[src/rtl/mul_div_unit.sv]
// Iterative multiply/divide unit with HI/LO registers.
// One multiplier bit (shift-add) or one quotient bit (restoring divide) is
// resolved per cycle on operand magnitudes; signs are reapplied in FIX.
module mul_div_unit #(
  parameter int WIDTH = 32,
  parameter int CNT_W = 6
) (
  input  logic             clk,
  input  logic             rst_n,
  input  logic             Start,
  input  logic [2:0]       MdCtrl,
  input  logic [WIDTH-1:0] SrcA,
  input  logic [WIDTH-1:0] SrcB,
  input  logic             Flush,
  output logic             Busy,
  output logic             Done,
  output logic [WIDTH-1:0] HI,
  output logic [WIDTH-1:0] LO
);

  typedef enum logic [1:0] {IDLE = 2'd0, CALC = 2'd1, FIX = 2'd2} state_t;

  state_t               state, state_nxt;
  logic [CNT_W-1:0]     cnt;
  logic [WIDTH-1:0]     a_mag, b_mag;
  logic                 sign_a, sign_b, op_div, op_signed;
  logic [2*WIDTH-1:0]   acc;

  logic                 start_ok, accept_arith, accept_move;
  logic [WIDTH:0]       mul_sum, div_shift, div_diff;
  logic [2*WIDTH-1:0]   acc_step, prod_fix;
  logic [WIDTH-1:0]     quot_fix, rem_fix;
  logic                 flip;

  // Magnitude of a value, treated as two's complement only when sgn is set.
  // The most negative value maps to its own bit pattern, which is its correct
  // unsigned magnitude.
  function automatic logic [WIDTH-1:0] mag(input logic [WIDTH-1:0] v, input logic sgn);
    logic signed [WIDTH-1:0] s;
    s = v;
    return (sgn && s < 0) ? WIDTH'(-s) : v;
  endfunction

  // Conditional two's complement negation, single word.
  function automatic logic [WIDTH-1:0] neg_w(input logic [WIDTH-1:0] v, input logic en);
    return en ? (~v + WIDTH'(1)) : v;
  endfunction

  // Conditional two's complement negation, double word.
  function automatic logic [2*WIDTH-1:0] neg_d(input logic [2*WIDTH-1:0] v, input logic en);
    return en ? (~v + (2*WIDTH)'(1)) : v;
  endfunction

  // Flush blocks acceptance of any request in IDLE.
  assign start_ok     = (state == IDLE) && Start && !Flush;
  assign accept_arith = start_ok && !MdCtrl[2];
  assign accept_move  = start_ok && (MdCtrl[2:1] == 2'b10);

  // One iteration step. Multiply: acc = {partial high, remaining multiplier},
  // shifted right. Divide: acc = {remainder, dividend/quotient}, shifted left.
  always_comb begin
    mul_sum   = {1'b0, acc[2*WIDTH-1:WIDTH]} + (acc[0] ? {1'b0, a_mag} : '0);
    div_shift = {acc[2*WIDTH-1:WIDTH], acc[WIDTH-1]};
    div_diff  = div_shift - {1'b0, b_mag};
    if (op_div) begin
      acc_step = div_diff[WIDTH] ? {div_shift[WIDTH-1:0], acc[WIDTH-2:0], 1'b0}
                                 : {div_diff[WIDTH-1:0],  acc[WIDTH-2:0], 1'b1};
    end else begin
      acc_step = {mul_sum, acc[WIDTH-1:1]};
    end
  end

  // Sign correction; a zero divisor forces an all-ones quotient while the
  // remainder already equals the dividend once its sign is restored.
  always_comb begin
    flip     = op_signed && (sign_a ^ sign_b);
    prod_fix = neg_d(acc, flip);
    quot_fix = (b_mag == '0) ? '1 : neg_w(acc[WIDTH-1:0], flip);
    rem_fix  = neg_w(acc[2*WIDTH-1:WIDTH], op_signed && sign_a);
  end

  // State register.
  always_ff @(posedge clk or negedge rst_n) begin
    if (!rst_n) state <= IDLE;
    else        state <= state_nxt;
  end

  // Next-state logic: CALC runs exactly WIDTH cycles, Flush aborts to IDLE.
  always_comb begin
    state_nxt = state;
    case (state)
      IDLE:    if (accept_arith) state_nxt = CALC;
      CALC:    if (Flush) state_nxt = IDLE;
               else if (cnt == CNT_W'(WIDTH-1)) state_nxt = FIX;
      FIX:     state_nxt = IDLE;
      default: state_nxt = IDLE;
    endcase
  end

  // Operand latches, accumulator, HI/LO and the Busy/Done flags.
  always_ff @(posedge clk or negedge rst_n) begin
    if (!rst_n) begin
      cnt       <= '0;
      a_mag     <= '0;
      b_mag     <= '0;
      sign_a    <= 1'b0;
      sign_b    <= 1'b0;
      op_div    <= 1'b0;
      op_signed <= 1'b0;
      acc       <= '0;
      HI        <= '0;
      LO        <= '0;
      Busy      <= 1'b0;
      Done      <= 1'b0;
    end else begin
      Busy <= (state_nxt != IDLE);
      Done <= 1'b0;
      if (accept_arith) begin
        a_mag     <= mag(SrcA, !MdCtrl[0]);
        b_mag     <= mag(SrcB, !MdCtrl[0]);
        sign_a    <= SrcA[WIDTH-1];
        sign_b    <= SrcB[WIDTH-1];
        op_div    <= MdCtrl[1];
        op_signed <= !MdCtrl[0];
        cnt       <= '0;
        acc       <= {{WIDTH{1'b0}}, MdCtrl[1] ? mag(SrcA, !MdCtrl[0]) : mag(SrcB, !MdCtrl[0])};
      end else if (accept_move) begin
        if (MdCtrl[0]) LO <= SrcA;
        else           HI <= SrcA;
        Done <= 1'b1;
      end else if (state == CALC && !Flush) begin
        acc <= acc_step;
        cnt <= cnt + CNT_W'(1);
      end else if (state == FIX && !Flush) begin
        if (op_div) begin
          HI <= rem_fix;
          LO <= quot_fix;
        end else begin
          HI <= prod_fix[2*WIDTH-1:WIDTH];
          LO <= prod_fix[WIDTH-1:0];
        end
        Done <= 1'b1;
      end
    end
  end

endmodule

[config.mk]
export PLATFORM = sky130hd
export DESIGN_NAME = mul_div_unit
export DESIGN_NICKNAME = d
export VERILOG_FILES = /design/src/rtl/mul_div_unit.sv
export SDC_FILE = /design/constraint.sdc
export NUM_CORES = 1
export LEC_CHECK = 0
export BUFFER_PORTS_ARGS = -buffer_cell sky130_fd_sc_hd__buf_4
export CAP_MARGIN = 15
export CORE_UTILIZATION = 55
export DETAILED_ROUTE_END_ITERATION = 16
export PLACE_DENSITY = 0.81
export REMOVE_ABC_BUFFERS = 1
export SETUP_SLACK_MARGIN = 0.5
export SLEW_MARGIN = 20
export SYNTH_ARGS = -nofsm -noshare
export SYNTH_HDL_FRONTEND = slang
export SYNTH_SLANG_ARGS = --single-unit
[constraint.sdc]
create_clock -name clk -period 3.5 [get_ports clk]
set_input_delay 0.35 -clock clk [delete_from_list [all_inputs] [get_ports clk]]
set_output_delay 0.35 -clock clk [all_outputs]
set_load 0.01 [all_outputs]
==> results.yml <==
sta:
  hold_violations: 0
  fin_crit_sh_pct: 95.7
  rsz0062_at_grt: "true"
  timing.fmax_ghz: 0.298
  worst_pin_slew_ns: 1.10
  slew_headroom_pct: 26.7
  final-max-slew-violation-count: 0
  setup_viol: 0
  layout_setup_ws_ns: 0.150
  finalCriticalPeriod_ns: 3.35
  final.setup_skew_ns: 0.0129
clock_tree:
  cts-root-buf: "clkbuf_16"
  clock_latency_ns: 0.53
  tritoncts: "built"
  cts_max_path_buffers: 3
  clkTransAtPathRegs_ns: 0.06
  cts_buffers: 24
  htreeDepth: 1
  cts.sinks: 206
logic_synthesis:
  yosysUniqueCellTypes: 79
  synth-seq-cells: 206
  synth_edf_count: 0
  synth_commonest_cells: "nand2_1 (291), o21ai_0 (208), dfrtp_1 (206)"
  yosysTopAreaCellShare_pct: 32.5
  netlist_instances: 1984
  syn_area_um2: 15800
  synth-async-reset-ratio_pct: 100
  synth.avg_cell_area_um2: 7.99
  synth_most_common_cell: "nand2_1"
  synthFlopType: "dfrtp_1"
  synth_warnings: 0
  synth.area.top_cells: "dfrtp_1 (33%), nand2_1 (6.9%), o21ai_0 (6.6%), ha_1 (5.4%), xnor2_1 (5.1%)"
  ys_seq_area_share_pct: 32.5
  yosys.area.top_type: "dfrtp_1"
floorplan:
  die-area_um2: 29500
  pin_count: 137
  start_util_pct: 56.4
  die_h_um: 172
  core_um2: 28100
  die_x_um: 172
  placementRows: 61
detailed_routing:
  wire_per_inst_um: 23.4
  via_count: 17500
  drt-pass1-iter-count: 6
  drtIter0Drc: 2549
  routed_wl_um: 61300
  viasPerCell: 6.69
  ant_nets: 0
  drc: 0
global_routing:
  grt_pass1_wl_um: 90300
  grt_start_max_net_pins: 100
  track_usage_pct: 39.9
  grt-ovfl-total: 0
  antenna_found_initial: 0
  grt_pass1_vias: 16300
place:
  routabilityCongestion: 1.02
  numPortBuffers: 136
  place_inst: 2483
  preCtsSetupSlack_ns: -0.110
  hpwlAfterDp_um: 42000
setup_path:
  startpoint_type: "register"
  regToRegSetupSlack_ns: 0.15
  crit_path_max_fanout: 5
  required_ns: 3.92
  arrival_ns: 3.77
  r2r-start: "acc[0]$_DFFE_PN0P_"
  reg2reg_depth: 17
  r2r-end: "acc[56]$_DFFE_PN0P_"
  endpoint_kind: "register"
  crit_start: "acc[0]$_DFFE_PN0P_"
  endpoint: "acc[56]$_DFFE_PN0P_"
  path_class: "register to register"
finish:
  stdcell_count: 2615
  fin_nets: 2362
  diodes: 0
  drive_gt1_share_pct: 24.9
  syn2layout_area_growth_pct: 29.0
power:
  power.leakage_uw: 0.00933
  power.density_nw_per_um2: 889
  peakVddDrop_mv: 0.476
  p_total_uw: 18200
worst_hold_path:
  min_path_type: "input pin to register"
flow_run:
  maxCapViolations: 0
run_status:
  status: "completed"
-- worst min path at each step --
| stage | start | to | slack [ns] | cells after the start |
|---|---|---|---|---|
| after global placement | a_mag[30]$_DFFE_PN0P_ | a_mag[30]$_DFFE_PN0P_ | 0.46 | 2 |
| final | SrcB[31] | sign_b$_DFFE_PN0P_ | 0.07 | 3 |
| after global routing | SrcB[31] | sign_b$_DFFE_PN0P_ | 0.1 | 3 |
| after floorplan | rst_n | Busy$_DFF_PN0_ | 0.05 | 0 |
| after CTS | SrcB[31] | sign_b$_DFFE_PN0P_ | 0.07 | 3 |
| after detailed placement | a_mag[28]$_DFFE_PN0P_ | a_mag[28]$_DFFE_PN0P_ | 0.46 | 2 |
-- sequential cells by signal, indices dropped and copies added, names as in the netlist --
register,cells
Busy,1
state,2
sign_b,1
Done,1
HI,32
b_mag,32
op_div,1
acc,64
a_mag,32
op_signed,1
LO,32
cnt,6
sign_a,1
-- worst max-delay path, cell delays in order, from the launching register on --
cell and delay, ns:
dfrtp_2 0.44, buf_6 0.15, buf_4 0.14, nand2_4 0.07, inv_1 0.04, ha_1 0.28
a21oi_1 0.26, nand4b_1 0.20, a211oi_2 0.12, o41ai_2 0.25, buf_4 0.20, o32ai_2 0.07
buf_4 0.17, a21o_1 0.16, a21oi_2 0.16, xor2_1 0.19, nand2_1 0.08, a32o_1 0.25
-- per-layer routing --
layer / routed length (µm) / up-vias / track usage, %
met4: 4760 / 0 / 26.2
met1: 22800 / 8242 / 51.5
met5: 0 / - / 0
met3: 6620 / 334 / 6.58
met2: 27100 / 1316 / 61.7
li1: - / 7605 / -
-- final cells by class --
type                    count  area, µm²
multi-input cells        1587      11100
fillers                  2075       7640
flip-flops and latches    206       5160
repair buffers            327       2650
clock buffers              34        719
well taps                 378        473
inverters                  74        283
clock inverters             9       97.6
-- cell usage in the layout, fill, tap and decap left out, types with 25 or more instances in the layout --
cell type  count
a21o_1        36
buf_4        292
o21ai_1       32
a21oi_1      111
nor3_1        32
nand3_1       36
o22ai_1       33
clkbuf_16     25
xnor2_1       91
mux2i_1       52
o21ai_0      169
buf_6         26
ha_1          49
and2_1        33
nor2_1       120
inv_1         67
dfrtp_1      198
nand2_1      285
xor2_1        78
-- metrics by stage --
stage          instance area [µm²]  hold WS, ns  setup TNS, ns  util, %
3_3_place_gp                 17800        0.458              0     63.2
3_5_place_dp                 17800        0.465         -0.290     63.2
6_report                     20400       0.0733              0     72.8
5_1_grt                      20400       0.0982              0     72.8
2_1_floorplan                15400       0.0544        -109.18        -
4_1_cts                      19800       0.0684              0     70.4
-- where the power goes --
group | internal [µW] | switching, µW | leakage (µW)
combinational | 5170 | 6290 | 0.00634
clock | 1570 | 1080 | 0.000407
sequential | 3150 | 908 | 0.00259
total | 9900 | 8280 | 0.00933
-- cell families after synthesis --
group	synth area share, %
buffers and inverters	4.59
multiplexers	3.69
AO/OA/AOI/OAI	24.2
AND/OR/NAND/NOR	19.9
XOR/XNOR	9.45
flip-flops	32.5
adder cells (fa/ha/maj)	5.70
-- timing repair --
action | CTS | global route
setup endpoints to repair | 71 | 72
gates resized for setup | 172 | 108
hold buffers | 1 | 0
cloned | 4 | 0
buffers inserted | 56 | 28
pin swaps | 71 | 83
hold endpoints to repair | 35 | 0
No activity file was read; power rests on OpenSTA's default activity.
